===== src/rtl/regfile_sb.sv =====
// Multi-port register file with a per-register busy scoreboard for the decode stage.
// N combinational read ports, one synchronous write port, and a busy bit per register.
// A reservation sets the busy bit and a write retires it. The stall output and
// busy_cnt feed the hazard unit.
// Optional feature: define REGFILE_BYPASS_EN to forward same-cycle write data to readers.
module regfile_sb #(
  parameter int unsigned DATA_W  = 16,
  parameter int unsigned ADDR_W  = 4,
  parameter int unsigned NUM_RD  = 3,
  parameter int unsigned R0_ZERO = 0
) (
  input  logic                       clk,
  input  logic                       rst,
  input  logic                       wre,
  input  logic [ADDR_W-1:0]          wa,
  input  logic [DATA_W-1:0]          wd,
  input  logic                       rsv_en,
  input  logic [ADDR_W-1:0]          rsv_addr,
  input  logic [NUM_RD*ADDR_W-1:0]   ra,
  output logic [NUM_RD*DATA_W-1:0]   rd,
  output logic [NUM_RD-1:0]          rd_busy,
  output logic                       stall,
  output logic [ADDR_W:0]            busy_cnt
);

  localparam int unsigned DEPTH = 1 << ADDR_W;
  localparam int unsigned CNT_W = ADDR_W + 1;

  logic [DATA_W-1:0] mem_q [DEPTH];
  logic [DEPTH-1:0]  busy_q, busy_d;
  logic [CNT_W-1:0]  cnt_q, cnt_d;
  logic              wr_eff, rsv_eff;
  logic [ADDR_W-1:0] port_addr [NUM_RD];

  // Under R0_ZERO, register 0 ignores writes and reservations.
  always_comb begin
    wr_eff  = wre    && !((R0_ZERO != 0) && (wa == '0));
    rsv_eff = rsv_en && !((R0_ZERO != 0) && (rsv_addr == '0));
  end

  // Next busy vector: a write clears the bit first, so a same-address reservation wins.
  always_comb begin
    busy_d = busy_q;
    if (wr_eff) begin
      busy_d[wa] = 1'b0;
    end
    if (rsv_eff) begin
      busy_d[rsv_addr] = 1'b1;
    end
  end

  // Count is taken from the next busy vector, so it always matches the stored bits.
  always_comb begin
    cnt_d = '0;
    for (int i = 0; i < DEPTH; i++) begin
      cnt_d = cnt_d + CNT_W'(busy_d[i]);
    end
  end

  // Register storage; reset clears every entry and overrides a same-cycle write.
  always_ff @(posedge clk) begin
    if (rst) begin
      for (int i = 0; i < DEPTH; i++) begin
        mem_q[i] <= '0;
      end
    end else if (wr_eff) begin
      mem_q[wa] <= wd;
    end
  end

  // Scoreboard state; reset drops every pending reservation.
  always_ff @(posedge clk) begin
    if (rst) begin
      busy_q <= '0;
      cnt_q  <= '0;
    end else begin
      busy_q <= busy_d;
      cnt_q  <= cnt_d;
    end
  end

  // Combinational read ports, with optional forwarding of the write in flight.
  always_comb begin
    rd      = '0;
    rd_busy = '0;
    for (int i = 0; i < NUM_RD; i++) begin
      port_addr[i]                = ra[i*ADDR_W +: ADDR_W];
      rd[i*DATA_W +: DATA_W]      = mem_q[port_addr[i]];
      rd_busy[i]                  = busy_q[port_addr[i]];
`ifdef REGFILE_BYPASS_EN
      if (wr_eff && (port_addr[i] == wa)) begin
        rd[i*DATA_W +: DATA_W] = wd;
        rd_busy[i]             = rsv_eff && (rsv_addr == wa);
      end
`endif
      if ((R0_ZERO != 0) && (port_addr[i] == '0)) begin
        rd[i*DATA_W +: DATA_W] = '0;
        rd_busy[i]             = 1'b0;
      end
    end
  end

  // Hazard outputs.
  always_comb begin
    stall    = |rd_busy;
    busy_cnt = cnt_q;
  end

endmodule


===== config.mk =====
export PLATFORM = sky130hd
export DESIGN_NAME = regfile_sb
export DESIGN_NICKNAME = d
export VERILOG_FILES = /design/src/rtl/regfile_sb.sv
export SDC_FILE = /design/constraint.sdc
export NUM_CORES = 1
export LEC_CHECK = 0
export BUFFER_PORTS_ARGS = -buffer_cell sky130_fd_sc_hd__buf_2
export CAP_MARGIN = 15
export CORE_MARGIN = 2
export CORE_UTILIZATION = 56
export DETAILED_ROUTE_END_ITERATION = 10
export GPL_TIMING_DRIVEN = 1
export PLACE_DENSITY = 0.87
export SLEW_MARGIN = 15
export SYNTH_ARGS = -nofsm -noshare
export SYNTH_HDL_FRONTEND = slang
export SYNTH_SLANG_ARGS = --single-unit

===== constraint.sdc =====
create_clock -name clk -period 4.41 [get_ports clk]
set_clock_uncertainty 0.2 [all_clocks]
set_input_delay 0.2205 -clock clk [delete_from_list [all_inputs] [get_ports clk]]
set_output_delay 0.2205 -clock clk [all_outputs]
set_load 0.05 [all_outputs]

==> results of run 1 <==
-- per-stage QoR --
stage | hold WS [ns] | utilization, % | total power (µW) | setup slack, ns
after floorplan | 0.2187 | - | 4119 | 0.1562
after global placement | 0.4244 | 60.09 | 4460 | 0.1080
after detailed placement | 0.4053 | 60.09 | 4508 | 0.07058
after CTS | 0.03313 | 64.19 | 6990 | 0.08144
after global routing | 0.06360 | 64.32 | 7168 | 0.003511
final | 0.04184 | 64.32 | 7032 | 0.1565
-- per-layer routing --
metal / up-vias / global-route usage [%]
li1: 4300 / -
met1: 5611 / 39.79
met2: 1026 / 53.83
met3: 300 / 9.426
met4: 0 / 21.89
met5: - / 0
-- worst register-to-register path, stage by stage (launching register included) --
cell	delay [ns]
dfxtp_1	0.34
a22o_1	0.24
fa_1	0.58
inv_1	0.06
fa_1	0.46
fa_1	0.49
inv_1	0.05
fa_1	0.50
ha_1	0.17
inv_1	0.07
fa_1	0.45
inv_1	0.07
a21oi_1	0.06
nor3b_1	0.16
-- state kept, by name, summed over array words and instances (netlist names) --
register	flops
mem_q	256
busy_q	16
busy_cnt	5
-- repair_timing --
item | 4_1_cts | 5_1_grt
resized for setup | 0 | 14
hold buffers | 26 | 0
endpoints found under the hold margin | 269 | 0
setup endpoints to repair | 0 | 3
-- cell usage in the layout, fill, tap and decap left out, types with 10 or more instances in the layout --
master           n
nor2_2          12
a22o_1          10
mux4_2         252
clkbuf_16       29
edfxtp_1       256
nand2_1         17
nor2b_1         13
nor2_1          10
inv_1           14
and2_1         256
dfxtp_1         21
buf_4           38
buf_2           90
fa_1            10
dlygate4sd3_1   25
nand2b_1        18
-- cell type report --
class                      instances  area (µm²)
antenna                            1       2.502
clock buffer                      32       737.0
clock inverter                    20       216.5
fill                            1944       10570
inverter                          14       52.55
multi-input combinational        642        8382
sequential                       277        8108
tap                              390       488.0
timing repair buffer             158        1079
-- kinds of logic (layout without fill, tap and decap cells) --
group                    Yosys count  count (layout)
AO/OA/AOI/OAI                     19              19
multiplexers                     257             257
other                              0               1
XOR/XNOR                           2               2
flip-flops                       277             277
AND/OR/NAND/NOR                  349             349
adder cells (fa/ha/maj)           15              15
buffers and inverters            110             224
-- how the worst max path moves through the flow --
stage / endpoint / slack, ns / cells past startpoint
6_report: busy_cnt[4] / 0.16 / 17
2_1_floorplan: busy_cnt[4] / 0.16 / 16
4_1_cts: busy_cnt[4] / 0.08 / 17
3_3_place_gp: busy_cnt[4] / 0.11 / 16
5_1_grt: busy_cnt[4] / 0.004 / 17
3_5_place_dp: busy_cnt[4] / 0.07 / 16
-- where the power goes --
| part | leakage, µW | internal [µW] | total (µW) | switching, µW |
|---|---|---|---|---|
| combinational | 0.00362 | 561 | 1360 | 799 |
| sequential | 0.00262 | 3030 | 3150 | 125 |
| clock | 0.000470 | 1480 | 2520 | 1040 |
==> flow_summary.ini, run 1 <==
[run_status]
run_status = completed

[synth]
synth.avg_cell_area_um2 = 16.37
synth_top_area_share_pct = 45.64
synth_edf_count = 256
yosys.cell_types.count = 31
synth_compound_area_share_pct = 0.9285
synth_mux_area_share_pct = 34.19
ys_warn_count = 0
synth_seq_area_share_pct = 48.14
synthTopCellsByArea = edfxtp_1 (46%), mux4_2 (34%), and2_1 (9.5%)
syn_inst = 1029
yosys.area.top_type = edfxtp_1
synthArstFlopShare_pct = 0
syn_nets = 1084
synth_flop_cell = edfxtp_1
synth_top_family_by_area = multiplexers
synth_fa_ha_area_share_pct = 1.560
yosys.area_share.xor_xnor_pct = 0.1040
netlist_top_cells_count = and2_1 (256), edfxtp_1 (256), mux4_2 (252), clkbuf_1 (62), buf_2 (24)
synthSimpleGateAreaFrac_pct = 12.37
synth-seq-cells = 277
syn_area_um2 = 16840

[global_route]
grt_pass1_vias = 11910
grt_max_degree = 42
antenna_found_initial = 1
grt_overflow = 0
track_usage_pct = 33.49
grt_pass1_wl_um = 75490

[sta]
slew_violations = 0
post-route-period-util_pct = 96.45
slew_headroom_pct = 15.91
finalSetupTns_ns = 0
fin_crit_ns = 4.253
tightest_slew_ns = 1.260
rsz0062_at_grt = false
clock.fmax_mhz = 235.1
setup_viol = 0
hold_viol_final = 0

[floorplan]
initial_core_util_pct = 56.83
die_area_um2 = 31480
pin_count = 97
die_w_um = 177.4
rows = 63
die_h_um = 177.4
core_area_um2 = 29640

[placement]
dp_hpwl_um = 29990
numPortBuffers = 96
dp.cells = 1456
dpl-instance-area_um2 = 17810
gp_congestion = 0.8971

[clock_network]
htreeDepth = 1
clk_latency_ns = 0.55
cts_setup_buffers = 0
cts_tree = built
numCtsBuffers = 28
cts-root-buf = clkbuf_16
clk_pin_slew_ns = 0.06
cts_sinks = 277
clock_path_buffers = 3

[worst_setup_path]
r2r_end = busy_cnt[4]
cp_data_arrival_time_ns = 4.52
rr_worst_depth = 13
slowest_delay_ns = 0.58
startpoint = wa[3]
cp_cell_sequence = dlygate4sd3_1 -> buf_4 -> nor2_4 -> nand2_1 -> a22o_1 -> fa_1 -> inv_1 -> fa_1 -> fa_1 -> inv_1 -> fa_1 -> ha_1 -> inv_1 -> fa_1 -> inv_1 -> a21oi_1 -> nor3b_1
crit_family = adder cells
crit_path_end_kind = flop
crit_slowest_cell = fa_1
crit_top_cell = fa_1
crit_fanout = 8
reg2reg_slack_ns = 0.43
crit_type = in -> reg
crit_buf_inv = 6
reg2reg_from = busy_q[1]
crit_path_start_kind = primary input
required_ns = 4.68

[hold_path]
min-delay-start = rsv_addr[1]
min_to = busy_q[0]
whs_path_depth = 4
hp-class = in -> reg

[power]
power_density_nw_per_um2 = 368.9
ir_drop_v = 0.0003057
power_leakage_uw = 0.006709

[detailed_routing]
drtIter0Drc = 1550
firstDrtPassIters = 5
dr_wl_met3_um = 6241
ant_nets = 0
drt-met1-wl_um = 16150
via_per_inst = 7.325
num_vias = 11240
routed_wirelength_um = 51180
met2_length_um = 24700
drc_errors = 0
wl_per_cell_um = 33.36
top_layer = met4

[run]
cap_viol_max_count = 0

[final_layout]
final_cell_area_um2 = 19060
nets = 1176
syn2layout_area_growth_pct = 13.19
final_cells = 1534
drive_above_1_share_pct = 39.20
Note: power is estimated with default switching activity, not from simulation.
==> inputs of run 2 (changes only) <==
==> constraint.sdc (replaced) <==
create_clock -name clk -period 4.41 [get_ports clk]
set_clock_uncertainty 0.2 [all_clocks]
set_input_delay 0.2205 -clock clk [delete_from_list [all_inputs] [get_ports clk]]
set_output_delay 0.2205 -clock clk [all_outputs]
set_load 0.02 [all_outputs]
==> flow_summary.ini, run 2 (synthesis results as in run 1) <==
[run_status]
run_status = completed

[placement]
gp_congestion = 0.8981
numPortBuffers = 96
dp_hpwl_um = 30630
dpl-instance-area_um2 = 17870
pre_cts_slack_ns = 0.001214

[sta]
setup_viol = 0
slew_violations = 0
post-route-period-util_pct = 95.79
clock.fmax_mhz = 236.7
hold_viol_final = 0
setup_slack_ns = 0.1859
finalSetupTns_ns = 0
tightest_slew_ns = 1.275
slew_headroom_pct = 15.02
rsz0062_at_grt = false
fin_crit_ns = 4.224

[final_layout]
syn2layout_area_growth_pct = 12.99
final_cell_area_um2 = 19030
final_cell_mix = and2_1 (256), edfxtp_1 (256), mux4_2 (252)
nets = 1183
largest_reg_flops = 256
regMostFlops = mem_q
drive_above_1_share_pct = 39.62

[worst_setup_path]
cp.depth = 16
reg2reg_from = busy_q[15]
crit_type = in -> reg
rr_worst_depth = 14
crit_path_start_kind = primary input
startpoint = rsv_addr[2]
r2r_end = busy_cnt[4]
slowest_delay_ns = 0.57
crit_buf_inv = 6
crit_path_end_kind = flop
crit_fanout = 7
reg2reg_slack_ns = 0.41
crit_slowest_cell = fa_1
cp_cell_sequence = dlygate4sd3_1 -> buf_2 -> nor2b_1 -> a22o_1 -> fa_1 -> inv_1 -> fa_1 -> fa_1 -> inv_1 -> fa_1 -> ha_1 -> inv_1 -> fa_1 -> inv_1 -> a21oi_1 -> nor3b_2
crit_top_cell = fa_1
crit_family = adder cells
cp_data_arrival_time_ns = 4.50
required_ns = 4.69
endpoint = busy_cnt[4]

[floorplan]
pin_count = 97
die_area_um2 = 31480
core_area_um2 = 29640
rows = 63
initial_core_util_pct = 56.83
die_h_um = 177.4
die_w_um = 177.4

[clock_network]
clk_pin_slew_ns = 0.06
clk_latency_ns = 0.55
numCtsBuffers = 29
cts-root-buf = clkbuf_16
cts_setup_buffers = 0
htreeDepth = 1
cts_tree = built
clock_path_buffers = 3
cts_sinks = 277

[detailed_routing]
via_per_inst = 7.305
num_vias = 11270
drtIter0Drc = 1806
ant_nets = 0
wl_per_cell_um = 33.85
routed_wirelength_um = 52230
drc_errors = 0
firstDrtPassIters = 5

[power]
power_density_nw_per_um2 = 353.3
p_sw_uw = 1767
swShare_pct = 26.29
p_seq_share_pct = 46.9
power_frac_comb_pct = 17.6
p_clk_share_pct = 35.6
power_leakage_uw = 0.006703
internal_power_uw = 4956
ir_drop_v = 0.0003179

[global_route]
grt_max_degree = 40
track_usage_pct = 34.20
grt_pass1_wl_um = 76220
antenna_found_initial = 5
grt_pass1_vias = 11610
grt_overflow = 0

[hold_path]
hp-class = in -> reg

[run]
cap_viol_max_count = 0
run 2: changes by cell type in the layout (fill, tap and decap cells not counted), moves of 3 or more:
cell	previous run	this run
bufinv_16	5	1
buf_4	38	45
clkbuf_8	0	6
buf_2	90	93
dlygate4sd3_1	25	22
nor2b_1	13	16
nand2b_1	18	15
clkbuf_1	3	7
nor2_1	10	14
nor2_2	12	8
clkinv_1	7	3
nand2b_2	0	3
run 2: routing by layer:
metal	routed length, µm	vias up	global-route usage [%]	part of all wire, %
met5	11	-	0	0.021
met4	3638	2	20.97	7.0
met3	6706	256	8.376	13
met2	25390	1031	54.64	49
met1	16490	5671	42.44	32
li1	-	4311	-	-
run 2: worst min path at each step:
stage / start / end / slack (ns) / cells past startpoint
after floorplan: wd[0] / mem_q[0][0] / 0.22 / 1
after global placement: busy_q[13] / busy_q[13] / 0.41 / 2
after detailed placement: busy_q[13] / busy_q[13] / 0.42 / 2
after CTS: rsv_addr[0] / busy_q[0] / 0.03 / 4
after global routing: rsv_addr[0] / busy_q[0] / 0.08 / 4
final: rsv_addr[0] / busy_q[0] / 0.05 / 4
run 2: cell type report:
class	instances	area [µm²]
Clock buffer	43	839.6
Antenna cell	2	5.005
Sequential cell	277	8108
Multi-Input combinational cell	642	8353
Fill cell	1991	10610
Timing Repair Buffer	164	1104
Tap cell	390	488.0
Clock inverter	11	82.58
Inverter	14	52.55
run 2: power groups by stage:
| stage | Sequential [µW] | Combinational [µW] | Clock (µW) |
|---|---|---|---|
| after global routing | 3170 | 1220 | 2480 |
| after detailed placement | 3190 | 1140 | 0 |
| after global placement | 3160 | 1120 | 0 |
| after floorplan | 3150 | 782 | 0 |
| after CTS | 3140 | 1160 | 2380 |
| final | 3150 | 1180 | 2390 |
run 2: metrics by stage:
step	cells	power (µW)	utilization, %	hold WS (ns)
finish	1543	6724	64.21	0.04576
global route	1541	6873	64.20	0.07603
CTS	1541	6687	64.15	0.03498
detailed placement	1465	4331	60.29	0.4151
global placement	1465	4285	60.28	0.4140
floorplan	1029	3933	-	0.2187
run 2: what timing repair did:
item	in CTS	in global routing
resized for setup	0	2
endpoints found under the hold margin	273	0
hold buffers	22	0
setup endpoints to repair	0	1
run 2: worst min-delay path, stage by stage:
cell and delay [ns]:
buf_2 0.10, nor3b_1 0.06, a22o_1 0.23, nor2b_1 0.13
